File: src/rtl/stream_demux_2way.sv
// stream_demux_2way: steer one val/rdy stream into two outputs, each behind its own 2-entry FIFO
module stream_demux_2way #(
  parameter int nbits = 1
) (
  input  logic             clk,
  input  logic             reset,
  input  logic             in_val,
  output logic             in_rdy,
  input  logic             in_sel,
  input  logic [nbits-1:0] in_msg,
  output logic             out0_val,
  input  logic             out0_rdy,
  output logic [nbits-1:0] out0_msg,
  output logic             out1_val,
  input  logic             out1_rdy,
  output logic [nbits-1:0] out1_msg
);
  logic [1:0] rdy_v, val_v, full_v, enq_v, deq_v;
  logic [nbits-1:0] msg_v [2];
  assign rdy_v = {out1_rdy, out0_rdy};
  // in_rdy looks only at stored occupancy so out*_rdy never reaches it combinationally
  assign in_rdy = !full_v[in_sel];
  for (genvar i = 0; i < 2; i++) begin : g_fifo
    logic [1:0] cnt;
    logic hp, tp;
    logic [nbits-1:0] mem [2];
    assign val_v[i] = cnt != 2'd0;
    assign full_v[i] = cnt == 2'd2;
    assign enq_v[i] = in_val && in_rdy && (in_sel == 1'(i));
    assign deq_v[i] = val_v[i] && rdy_v[i];
    assign msg_v[i] = mem[hp];
    always_ff @(posedge clk) begin
      if (reset) begin
        cnt <= 2'd0;
        hp <= 1'b0;
        tp <= 1'b0;
        mem[0] <= '0;
        mem[1] <= '0;
      end else begin
        if (enq_v[i]) begin
          mem[tp] <= in_msg;
          tp <= ~tp;
        end
        if (deq_v[i]) hp <= ~hp;
        cnt <= cnt + {1'b0, enq_v[i]} - {1'b0, deq_v[i]};
      end
    end
  end
  assign out0_val = val_v[0];
  assign out1_val = val_v[1];
  assign out0_msg = msg_v[0];
  assign out1_msg = msg_v[1];
endmodule
File: config.mk
export PLATFORM = sky130hd
export DESIGN_NAME = stream_demux_2way
export DESIGN_NICKNAME = d
export VERILOG_FILES = /design/src/rtl/stream_demux_2way.sv
export SDC_FILE = /design/constraint.sdc
export NUM_CORES = 1
export LEC_CHECK = 0
export ABC_CLOCK_PERIOD_IN_PS = 1820
export CAP_MARGIN = 20
export CORE_MARGIN = 2
export CORE_UTILIZATION = 40
export CTS_CLUSTER_DIAMETER = 30
export DETAILED_ROUTE_END_ITERATION = 8
export GPL_ROUTABILITY_DRIVEN = 0
export GPL_TIMING_DRIVEN = 0
export SLEW_MARGIN = 40
export SYNTH_ARGS = -nofsm -noshare
export SYNTH_HDL_FRONTEND = slang
export SYNTH_SLANG_ARGS = --single-unit
File: constraint.sdc
create_clock -name clk -period 1.82 [get_ports clk]
set_input_delay 0.364 -clock clk [delete_from_list [all_inputs] [get_ports clk]]
set_output_delay 0.364 -clock clk [all_outputs]
set_load 0.01 [all_outputs]
==> results.yml <==
global_route:
  grt_pass1_wl_mm: 1.70
  antenna_found_initial: 0
  grt_max_degree: 11
  overflow: 0
  grt_pass1_vias: 411
  grtUsageTotal_pct: 11.5
setup_path:
  worstPathRequired_ns: 1.46
  r2r_start: "g_fifo[1].cnt[0]"
  reg2regPathDepth: 7
  reg2reg_setup_slack_ns: 0.23
  path_delay_family: "buffers and inverters"
  worst-path-buf-inv: 1
  cp_cell_sequence: "mux2_1, clkdlybuf4s50_1"
  slowest_delay_ns: 0.47
  worstSetupPathType: "flop to primary output"
  start_kind: "flop"
  critPathSlowestCell: "clkdlybuf4s50_1"
  crit_path_max_fanout: 1
  arrival_ns: 1.39
  r2r_end: "g_fifo[1].cnt[1]"
  crit_path_end_kind: "primary output"
floorplanning:
  placementRows: 15
  die-area_sq_mm: 0.00213
  initial_core_util_pct: 42.1
  core_area_sq_mm: 0.00169
  pin_count: 12
  die_h_um: 46.2
  die_w_um: 46.2
timing:
  hold_violations: 0
  final_max_slew_viol_count: 0
  skew_ns: 0.00337
  fin_crit_ns: 1.75
  min_period_over_period_pct: 96.2
  max_slew_margin_pct: 68.6
  max_freq_ghz: 0.571
  grt_setup_unrepaired: "no"
  worstMarginPinSlew_ns: 0.472
  setup-violations-final: 0
logic_synthesis:
  synth_nets: 82
  ys_async_sr_fraction_pct: 0
  ys_seq_area_share_pct: 45.1
  synthFlopType: "dfxtp_1"
  ys_ff_latch: 14
  synth.avg_cell_area_sq_um: 9.87
  synth_area_leaders: "dfxtp_1 28%, edfxtp_1 17%, ha_1 5.3%"
  synthCells: 72
  synth.cell_area_sq_um: 711
  yosysTopAreaCell: "dfxtp_1"
  netlist_top_cells_count: "10 x dfxtp_1, 10 x nor2_1, 5 x nand2b_1, 4 x edfxtp_1, 4 x inv_1"
  synth_enable_flop_cells: 4
  synth_top_area_share_pct: 28.2
  ys_types: 29
  yosys_warnings: 0
final_layout:
  area_delta_synth_final_pct: 22.7
  antenna_cells: 0
  post-route-util_pct: 51.6
  drive_gt1_share_pct: 12.6
  final_nets: 98
place:
  port_buffers: 11
  dp_hpwl_um: 813
power_and_ir_drop:
  ir_drop_mv: 0.606
  p_leak_nw: 0.381
  p_sw_mw: 0.361
  finalPower_mw: 1.09
  power_frac_seq_pct: 42.5
  clockPowerShare_pct: 15.8
  power.share.switching_pct: 33.0
  comb_power_share_pct: 41.7
  power_density_mw_per_mm2: 1250
  p_int_mw: 0.733
clocking:
  clockBufferDepth: 2
  cts_buffers: 3
  clock_sink_count: 14
  clkSlewWorstSetupHoldPaths_ns: 0.08
  hold_buffers: 0
  cts_setup_buffers: 0
  cts_root_buf: "clkbuf_4"
  clk_latency_ns: 0.27
  htreeDepth: 1
  tritoncts: "done"
min_path:
  hold_depth: 2
  worstHoldStart: "g_fifo[1].hp"
  worstHoldPathType: "flop to flop"
routing:
  initialDrtViolationCount: 4
  wl_mm: 1.06
  vias_per_cell: 4.88
  postRouteAntennaNets: 0
  route.detailed.drc: 0
  vias: 507
  detail_route.first_pass.iterations: 2
  wl_per_cell_um: 10.2
outcome:
  status: "finished clean"
run:
  drv_cap: 0
## worst min-delay path, delay by kind of cell (launching register included)
kind,cells,cell delay (ns)
flops,1,0.33
xor+xnor,1,0.08
simple gates,1,0.08
## layout make-up
type	count	area [sq um]
well taps	17	21.3
inverters	4	15.0
flip-flops and latches	14	322
repair buffers	11	113
clock inverters	1	3.75
plain buffers	1	3.75
multi-input cells	53	372
fillers	162	817
clock buffers	3	22.5
## placed cells by master, fill, tap and decap left out, types with 3 or more instances in the layout
cell type         n
clkbuf_4          3
clkdlybuf4s50_1   9
dfxtp_1           9
edfxtp_1          4
ha_1              3
inv_1             4
nand2b_1          5
nor2_1           10
nor2b_1           3
## per-layer routing
metal / routed length [um] / track usage, % / up-vias / part of all wire [%]
li1: - / - / 279 / -
met1: 572 / 14.8 / 218 / 54
met2: 429 / 16.7 / 8 / 40
met3: 49 / 5.88 / 2 / 4.6
met4: 12 / 3.43 / 0 / 1.1
met5: 0 / 0 / - / 0
## power by group through the flow
| stage | Combinational (mW) | Sequential, mW | Clock, mW |
|---|---|---|---|
| after floorplan | 0.321 | 0.457 | 0 |
| after global placement | 0.455 | 0.468 | 0 |
| after detailed placement | 0.466 | 0.468 | 0 |
| after CTS | 0.462 | 0.465 | 0.186 |
| after global routing | 0.512 | 0.477 | 0.197 |
| final | 0.456 | 0.464 | 0.173 |
## kinds of logic (layout without fill, tap and decap cells)
kind of cell / count (synthesis) / after routing / share of synthesized area, %
AND/OR/NAND/NOR: 32 / 32 / 27.6
buffers and inverters: 5 / 20 / 2.64
XOR/XNOR: 4 / 4 / 4.93
AO/OA/AOI/OAI: 12 / 12 / 11.3
multiplexers: 2 / 2 / 3.17
flip-flops: 14 / 14 / 45.1
adder cells (fa/ha/maj): 3 / 3 / 5.28
## what timing repair did
action | CTS | global route
pin swaps | 0 | 0
resized for setup | 2 | 2
endpoints found under the setup margin | 1 | 2
## how the worst max path moves through the flow
| stage | start | end | cells after the start |
|---|---|---|---|
| 4_1_cts | g_fifo[1].mem[1] | out1_msg | 2 |
| 5_1_grt | in_sel | in_rdy | 4 |
| 6_report | g_fifo[0].mem[1] | out0_msg | 2 |
| 2_1_floorplan | g_fifo[1].cnt[0] | g_fifo[1].cnt[1] | 7 |
| 3_3_place_gp | in_sel | in_rdy | 4 |
| 3_5_place_dp | in_sel | in_rdy | 4 |
## per-stage QoR
step	TNS (ns)	instances	cell area (sq um)	hold slack, ns	worst slack (ns)
finish	0	104	872	0.522	0.0695
global route	0	104	872	0.545	0.00519
CTS	0	104	868	0.525	0.0446
detailed placement	-0.312	100	842	0.500	-0.162
global placement	-0.285	100	842	0.496	-0.159
floorplan	0	72	711	0.436	0.328
No activity file was read; power rests on OpenSTA's default activity.
